`src/rtl/tdc_sample_accum.sv`:
```
// -----------------------------------------------------------------------------
// tdc_sample_accum
//
// Accumulates bursts of S = 2**LOG2_S popcount samples coming from a TDC
// delay-line encoder and presents the burst sum and truncated average to a
// downstream consumer through a valid/ready handshake.
//
// Parameters
//   N       TDC delay-line width; popcount samples range 0..N
//   LOG2_S  log2 of samples per burst (legal 1..8)
//
// Ports
//   clk        single clock, all state updates on the rising edge
//   rst        asynchronous reset, active low
//   start      pulse that begins a new burst (restarts an active burst)
//   cont       continuous mode: re-arm automatically after each handshake
//   in_valid   popcount sample strobe
//   in_data    popcount sample, W = $clog2(N)+1 bits
//   out_valid  burst result available
//   out_ready  consumer accepts the result
//   out_sum    sum of the S samples of the burst, W+LOG2_S bits
//   out_avg    out_sum >> LOG2_S, truncated to W bits
//   busy       high while a burst is being accumulated
//   overrun    sticky flag: a sample arrived while a result was pending
//   out_min    smallest sample of the burst   (TDC_ACC_MINMAX_EN only)
//   out_max    largest sample of the burst    (TDC_ACC_MINMAX_EN only)
//
// Build options
//   TDC_ACC_MINMAX_EN  when defined, adds per-burst min/max trackers and the
//                      out_min/out_max ports. Without it the block has no
//                      min/max logic at all.
// -----------------------------------------------------------------------------
module tdc_sample_accum #(
    parameter int N      = 64,
    parameter int LOG2_S = 4,
    localparam int W     = $clog2(N) + 1,
    localparam int SW    = W + LOG2_S,
    localparam int CW    = LOG2_S + 1
) (
    input  logic          clk,
    input  logic          rst,
    input  logic          start,
    input  logic          cont,
    input  logic          in_valid,
    input  logic [W-1:0]  in_data,
    output logic          out_valid,
    input  logic          out_ready,
    output logic [SW-1:0] out_sum,
    output logic [W-1:0]  out_avg,
    output logic          busy,
    output logic          overrun
`ifdef TDC_ACC_MINMAX_EN
    ,
    output logic [W-1:0]  out_min,
    output logic [W-1:0]  out_max
`endif
);

    // Index of the last sample of a burst, as seen by the sample counter
    // before it is incremented.
    localparam logic [CW-1:0] LAST_IDX = CW'((1 << LOG2_S) - 1);

    typedef enum logic [1:0] {
        IDLE  = 2'd0,
        ACCUM = 2'd1,
        HOLD  = 2'd2
    } state_t;

    state_t         state;
    state_t         state_next;

    logic [SW-1:0]  sum;
    logic [SW-1:0]  sum_next;
    logic [SW-1:0]  sum_plus;
    logic [CW-1:0]  count;
    logic [CW-1:0]  count_next;
    logic [SW-1:0]  out_sum_next;
    logic [W-1:0]   out_avg_next;
    logic           overrun_next;

    // Datapath control decoded by the FSM.
    logic           take_sample;
    logic           latch_result;
    logic           clear_burst;
    logic           last_sample;

    // The running sum including the sample on the input this cycle; this is
    // both the accumulator update and the value latched on the last sample.
    assign sum_plus    = sum + SW'(in_data);
    assign last_sample = (count == LAST_IDX);

    assign busy      = (state == ACCUM);
    assign out_valid = (state == HOLD);

    // Next-state and datapath control. A start during ACCUM takes priority
    // over a same-cycle sample so the restarted burst begins empty. In HOLD
    // the result registers are not touched, so start and stray samples
    // cannot disturb the pending result; stray samples only raise overrun.
    always_comb begin
        state_next   = state;
        overrun_next = overrun;
        take_sample  = 1'b0;
        latch_result = 1'b0;
        clear_burst  = 1'b0;

        case (state)
            IDLE: begin
                if (start) begin
                    state_next   = ACCUM;
                    clear_burst  = 1'b1;
                    overrun_next = 1'b0;
                end
            end

            ACCUM: begin
                if (start) begin
                    clear_burst = 1'b1;
                end else if (in_valid) begin
                    take_sample = 1'b1;
                    if (last_sample) begin
                        latch_result = 1'b1;
                        clear_burst  = 1'b1;
                        state_next   = HOLD;
                    end
                end
            end

            HOLD: begin
                if (in_valid) begin
                    overrun_next = 1'b1;
                end
                if (out_ready) begin
                    if (cont) begin
                        state_next  = ACCUM;
                        clear_burst = 1'b1;
                    end else begin
                        state_next = IDLE;
                    end
                end
            end

            default: begin
                state_next  = IDLE;
                clear_burst = 1'b1;
            end
        endcase
    end

    // Accumulator, sample counter and result register next values.
    always_comb begin
        sum_next     = sum;
        count_next   = count;
        out_sum_next = out_sum;
        out_avg_next = out_avg;

        if (take_sample) begin
            sum_next   = sum_plus;
            count_next = count + CW'(1);
        end

        if (clear_burst) begin
            sum_next   = '0;
            count_next = '0;
        end

        if (latch_result) begin
            out_sum_next = sum_plus;
            out_avg_next = sum_plus[SW-1:LOG2_S];
        end
    end

    // FSM state register.
    always_ff @(posedge clk or negedge rst) begin
        if (!rst) begin
            state <= IDLE;
        end else begin
            state <= state_next;
        end
    end

    // Accumulator, counter, result and overrun registers. Reset discards any
    // partial burst and any pending result.
    always_ff @(posedge clk or negedge rst) begin
        if (!rst) begin
            sum     <= '0;
            count   <= '0;
            out_sum <= '0;
            out_avg <= '0;
            overrun <= 1'b0;
        end else begin
            sum     <= sum_next;
            count   <= count_next;
            out_sum <= out_sum_next;
            out_avg <= out_avg_next;
            overrun <= overrun_next;
        end
    end

`ifdef TDC_ACC_MINMAX_EN
    localparam logic [W-1:0] N_W = W'(N);

    logic [W-1:0] cur_min;
    logic [W-1:0] cur_max;
    logic [W-1:0] cur_min_next;
    logic [W-1:0] cur_max_next;
    logic [W-1:0] sample_min;
    logic [W-1:0] sample_max;
    logic [W-1:0] out_min_next;
    logic [W-1:0] out_max_next;

    // Extremes including the current sample. The first sample of a burst
    // (count == 0) loads both trackers regardless of their previous contents.
    always_comb begin
        sample_min = cur_min;
        sample_max = cur_max;
        if (count == '0) begin
            sample_min = in_data;
            sample_max = in_data;
        end else begin
            if (in_data < cur_min) begin
                sample_min = in_data;
            end
            if (in_data > cur_max) begin
                sample_max = in_data;
            end
        end
    end

    // Tracker and output register next values, following the same
    // take/clear/latch decode as the accumulator.
    always_comb begin
        cur_min_next = cur_min;
        cur_max_next = cur_max;
        out_min_next = out_min;
        out_max_next = out_max;

        if (take_sample) begin
            cur_min_next = sample_min;
            cur_max_next = sample_max;
        end

        if (clear_burst) begin
            cur_min_next = N_W;
            cur_max_next = '0;
        end

        if (latch_result) begin
            out_min_next = sample_min;
            out_max_next = sample_max;
        end
    end

    // Min/max registers; reset leaves min at full scale and max at zero.
    always_ff @(posedge clk or negedge rst) begin
        if (!rst) begin
            cur_min <= N_W;
            cur_max <= '0;
            out_min <= N_W;
            out_max <= '0;
        end else begin
            cur_min <= cur_min_next;
            cur_max <= cur_max_next;
            out_min <= out_min_next;
            out_max <= out_max_next;
        end
    end
`endif

endmodule

```
`config.mk`:
```
export PLATFORM = sky130hd
export DESIGN_NAME = tdc_sample_accum
export DESIGN_NICKNAME = d
export VERILOG_FILES = /design/src/rtl/tdc_sample_accum.sv
export SDC_FILE = /design/constraint.sdc
export NUM_CORES = 1
export LEC_CHECK = 0
export ABC_AREA = 1
export BUFFER_PORTS_ARGS = -buffer_cell sky130_fd_sc_hd__clkbuf_2
export CAP_MARGIN = 20
export CORE_MARGIN = 2
export CORE_UTILIZATION = 40
export DETAILED_ROUTE_END_ITERATION = 6
export PLACE_DENSITY = 0.71
export SLEW_MARGIN = 20
export SYNTH_ARGS = -nofsm -noshare
export SYNTH_HDL_FRONTEND = slang
export SYNTH_SLANG_ARGS = --single-unit
export TNS_END_PERCENT = 1
```
`constraint.sdc`:
```
create_clock -name clk -period 3.1 [get_ports clk]
set_clock_uncertainty 0.1 [all_clocks]
set_input_delay 0.31 -clock clk [delete_from_list [all_inputs] [get_ports clk]]
set_output_delay 0.31 -clock clk [all_outputs]
set_load 0.03 [all_outputs]
```
# Yosys cells after proc, flatten, opt, wreduce, memory -nomap -nowiden
# Index checks and enable logic that the tools add are counted.
# word_totals
output_inout_bits	21
reg_bits	37
wordCells	48
# op_classes
n_eq_ne	9
muxes	26
add_sub_neg	2
n_reduce_logical	5
# ops
op	count
two-way mux 11 bit	2
two-way mux 1 bit	14
adder 11 x 7 -> 11 bit	1
two-way mux 2 bit	5
two-way mux 5 bit	2
!= test 2 bit (second input constant)	4
one-hot mux 2 bit (3 select lines)	1
adder 5 x 1 -> 5 bit (second input constant)	1
== test 5 x 4 -> 1 bit (second input constant)	1
AND reduction 5 bit	1
!= test 2 x 1 -> 1 bit (second input constant)	2
nonzero test 2 bit	2
one-hot mux 1 bit (3 select lines)	1
AND reduction 3 bit	1
== test 2 x 1 -> 1 bit (second input constant)	1
== test 2 bit (second input constant)	1
logical NOT 2 bit	1
one-hot mux 1 bit (2 select lines)	1

# Longest topological paths before layout
# logic_depth
ltp_word	6
depth_mapped	11
mapped_depth_nobuf	11

# Worst setup path before layout
# Ideal clock, no wire load.
# synth_timing
kind	register to register
start	register sum[0]
end	register out_sum[6]
path_buffers	0
arrival_ps	1485
required_time_ps	2883
setup_ps	117
period_less_slack_ps	1703
slack_ps	1397
path_stages_with_launch	10
cell_sequence	dfrtp_1 -> ha_1 -> inv_1 -> fa_1 -> o21bai_1 -> nand2_1 -> nand2_1 -> nand2_1 -> nand3_1 -> nand2_1
# synth_between
elab_chain_len	1
# synth_rtl
element	line	text
from (decl)	72	logic [SW-1:0] sum;
from (signal assigned)	191	sum <= sum_next;
adder 11 x 7 -> 11 bit	89	assign sum_plus = sum + SW'(in_data);
to (signal assigned)	193	out_sum <= out_sum_next;
to (decl)	48	output logic [SW-1:0] out_sum,
# Every way passes these cells.
# A chain may end at the register's enable or synchronous reset.

# Worst setup path in the final report
# layout_timing
start	register count[0]
end	register out_sum[9]
# layout_between
elab_chain_len	5
# layout_rtl
element	line	text
from (decl)	75	logic [CW-1:0] count;
from (signal assigned)	192	count <= count_next;
== test 5 x 4 -> 1 bit	90	assign last_sample = (count == LAST_IDX);
two-way mux 1 bit	120	if (last_sample) begin
two-way mux 1 bit	118	end else if (in_valid) begin
two-way mux 1 bit	116	if (start) begin
two-way mux 1 bit	106	case (state)
# Every way passes these cells.

==> metrics.md <==
| Metric | Value |
|---|---|
| Cell area after synthesis | between 1500 and 2000 µm² |
| Hold slack | -0.0222 ns |
| Most used cell, CP | nand2_1 |
| Pleak | between 1 and 1.5 nW |
| Post-synth EDFFs | 0 |
| # IOs | 34 |
| Critical Path RT | 3.22 ns |
| DIE WIDTH | roughly 71 µm |
| CP Cell Sequence | ha_1, nand2_1, nor2_1, ha_1, nand2_1, nor2_1, nand2_1, inv_2, nand3_1, nand2_1 |
| Syn-to-layout area delta | 12.6% |
| Die ar. | 5100 µm² |
| Seq pwr share | roughly half |
| Initial Utilization | 41.7% |
| DRT iter0 DRCs | a little over 70 |
| Most common cell after layout, fill and taps aside | nand2_1 |
| Post-CTS Setup Bufs | 0 |
| Total wire length | a little under 4000 µm |
| Ys async rst share | 100% |
| Final hold viol count | 30 |
| MaxCap Viol Count | 0 |
| Root Buffer | clkbuf_8 |
| CP arrival | around 2.3 ns |
| Final TNS setup | 0 ns |
| Hold Crit Class | input port to async pin |
| Ys flop type | dfrtp_1 |
| Reg-to-reg critical path startpoint | count[0] |
| Status | finished, violations left |
| Synth Area per Inst | just under 8 µm² |
| CP peak stage delay | 0.40 ns |
| Met1 Use GR | 24.0% |
| Setup violators final | 0 |
| Switch Pwr | between 200 and 300 µW |
| Core box area | approximately 4400 µm² |
| Met3 Use GR | 3.80% |
| Cells on worst reg2reg path | 10 |
| Most frequent cells in the layout | nand2_1 (99), clkbuf_2 (33), dfrtp_1 (30) |
| Die H | roughly 71 µm |
| Clock share of power | approximately 35% |
| R2r setup slk | ~0.98 ns |
| Failing checks | hold timing |
| Htree depth | 2 |
| Final Instance Area | about 2000 µm² |
| Slew margin rel. | a little over 50% |
| Remaining DRCs | 0 |
| Comb power frac | 16.0% |
| CTS Hold Bufs | 0 |
| Cells after Synth | about 240 |
| RR Endpoint | out_sum[9] |
| Seq cells post-synth | 30 |
| Ys Warns | 0 |
| Sw Ratio | around 29% |
| Met2 Use GR | roughly 27% |
| Final ANT Viol Nets | 0 |
| Yosys cell types | 29 |
| Worst vdd ir | around 0.14 mV |
| Slew Viols, Final | 0 |
| CP Capture Type | register |
| HPWL Detailed | just under 3000 µm |
| Gates resized, CTS repair | 0 |
| Total power | 865 µW |
| Buffers & Inverters on Critical Path | 1 |
| PwrDens | approximately 420 nW/µm² |
| Global route hottest layer | met2 |
| Antenna violations before repair | 0 |
| Vias in the first global route | between 1500 and 2000 |
| CTS sink count | 30 |
| Tot GR Track Use | about 17% |
| Largest net degree at the start of global routing | 31 |
| CP Max Fanout | 14 |
| Global route overflow | 0 |
| Internal | roughly 610 µW |
| Cell Area, Placed | slightly below 2000 µm² |
| Register clock-pin slew on the reported worst setup and hold paths | 0.07 ns |
| RSZ-0062 raised after global routing | no |
| Routed WL per cell | between 10 and 15 µm |
| Site Rows | 24 |
| Routed via count | about 1500 |
| Ant diodes | 0 |
| Final cycle utilization of the critical path | slightly below 70% |
| Min cycle time layout | 2.12 ns |
| Slowest-stage cell, CP | dfrtp_1 |
| Critical path class | register to register |
| Post-Syn Nets | about 260 |
| Worst Setup SP | count[0] |
| Number of nets in the layout | between 200 and 300 |
| Layout cells sized above 1 | roughly a fifth |
| Mean number of vias per cell | roughly 4.8 |
| CTS tree | yes |
| CP delay by family, top | simple AND/OR/NAND/NOR gates |
| Seq/Total Area, Yosys | 41.3% |
| Num CTS Buffers | 5 |
| Clock Tree Buf Depth | 2 |
| Router iterations before antenna repair | 4 |
| Slew @ Worst Pin | ~0.74 ns |
| Clk_lat worst skew | 0.29 ns |
| First-pass GRT wire length | approximately 6900 µm |
| Fillers | approximately 420 |
| RePlAce Congestion | 0.876 |
| Port buffer count | 33 |
| Worst Setup Start Kind | register |
| Maximum clock rate | 471 MHz |
worst register-to-register path, delay by kind of cell (launching register included):
family	cells	cell delay [ns]
simple gates	7	0.88
buf+inv	1	0.30
flops	1	0.40
fa+ha+maj	2	0.38
sequential cells by signal, indices dropped and copies added, names as in the netlist:
signal and flops:
overrun 1, out_sum 11, count 5, state 2
sum 11
worst max-delay path by stage:
stage,to,depth (start not counted)
6_report,out_sum[9],10
5_1_grt,out_sum[9],10
3_3_place_gp,out_sum[9],10
4_1_cts,out_sum[9],10
2_1_floorplan,out_sum[6],9
3_5_place_dp,out_sum[9],10
per-stage QoR:
step,util (%),instances,hold WS (ns),worst slack [ns]
2_1_floorplan,-,235,-0.0856,1.40
3_3_place_gp,45.2,310,0.317,1.05
3_5_place_dp,45.2,310,0.328,0.996
4_1_cts,47.0,317,0.0189,0.989
5_1_grt,47.0,317,0.0597,0.740
6_report,47.0,317,-0.0222,0.978
area by class of cell:
class / instances / area, µm² / share of cell area, %
clock inverter: 2 / 10.0 / 0.489
tap: 52 / 65.1 / 3.18
clock buffer: 5 / 68.8 / 3.36
timing repair buffer: 33 / 165 / 8.07
sequential: 30 / 751 / 36.7
multi-input combinational: 175 / 911 / 44.5
inverter: 20 / 75.1 / 3.67
routing by layer:
metal | routed length, µm | part of all wire, % | vias to the layer above
met2 | 1760 | 45 | 45
met3 | 205 | 5.2 | 4
li1 | - | - | 798
met1 | 1910 | 49 | 684
met4 | 49 | 1.2 | 0
met5 | 0 | 0 | -
cells in the mapped netlist (2+ instances only):
library cell  number  area (µm²)
ha_1               9         113
xor2_1             4        35.0
nand3b_1           4        30.0
o21ai_0            6        30.0
dfrtp_1           30         751
a21oi_1            3        15.0
nor2_1            15        56.3
nor2_4             2        22.5
inv_2              4        15.0
nand3_1           17        85.1
nand4_1            2        12.5
buf_4              7        52.6
buf_6              2        22.5
o31ai_1            2        15.0
nand2_1           99         372
inv_1             16        60.1
cells by family after synthesis:
| kind of cell | after synthesis | synth area share (%) |
|---|---|---|
| fa+ha+maj | 10 | 7.30 |
| simple gates | 145 | 35.5 |
| flops | 30 | 41.3 |
| buf+inv | 30 | 8.54 |
| compound gates | 15 | 4.89 |
| xor+xnor | 5 | 2.41 |
power groups by stage:
stage,sequential (mW),clock (mW),combinational (mW)
2_1_floorplan,0.433,0,0.0963
3_3_place_gp,0.433,0,0.137
3_5_place_dp,0.434,0,0.139
4_1_cts,0.427,0.306,0.140
5_1_grt,0.430,0.322,0.159
6_report,0.427,0.299,0.138
Power figures use the tool's default switching activity.
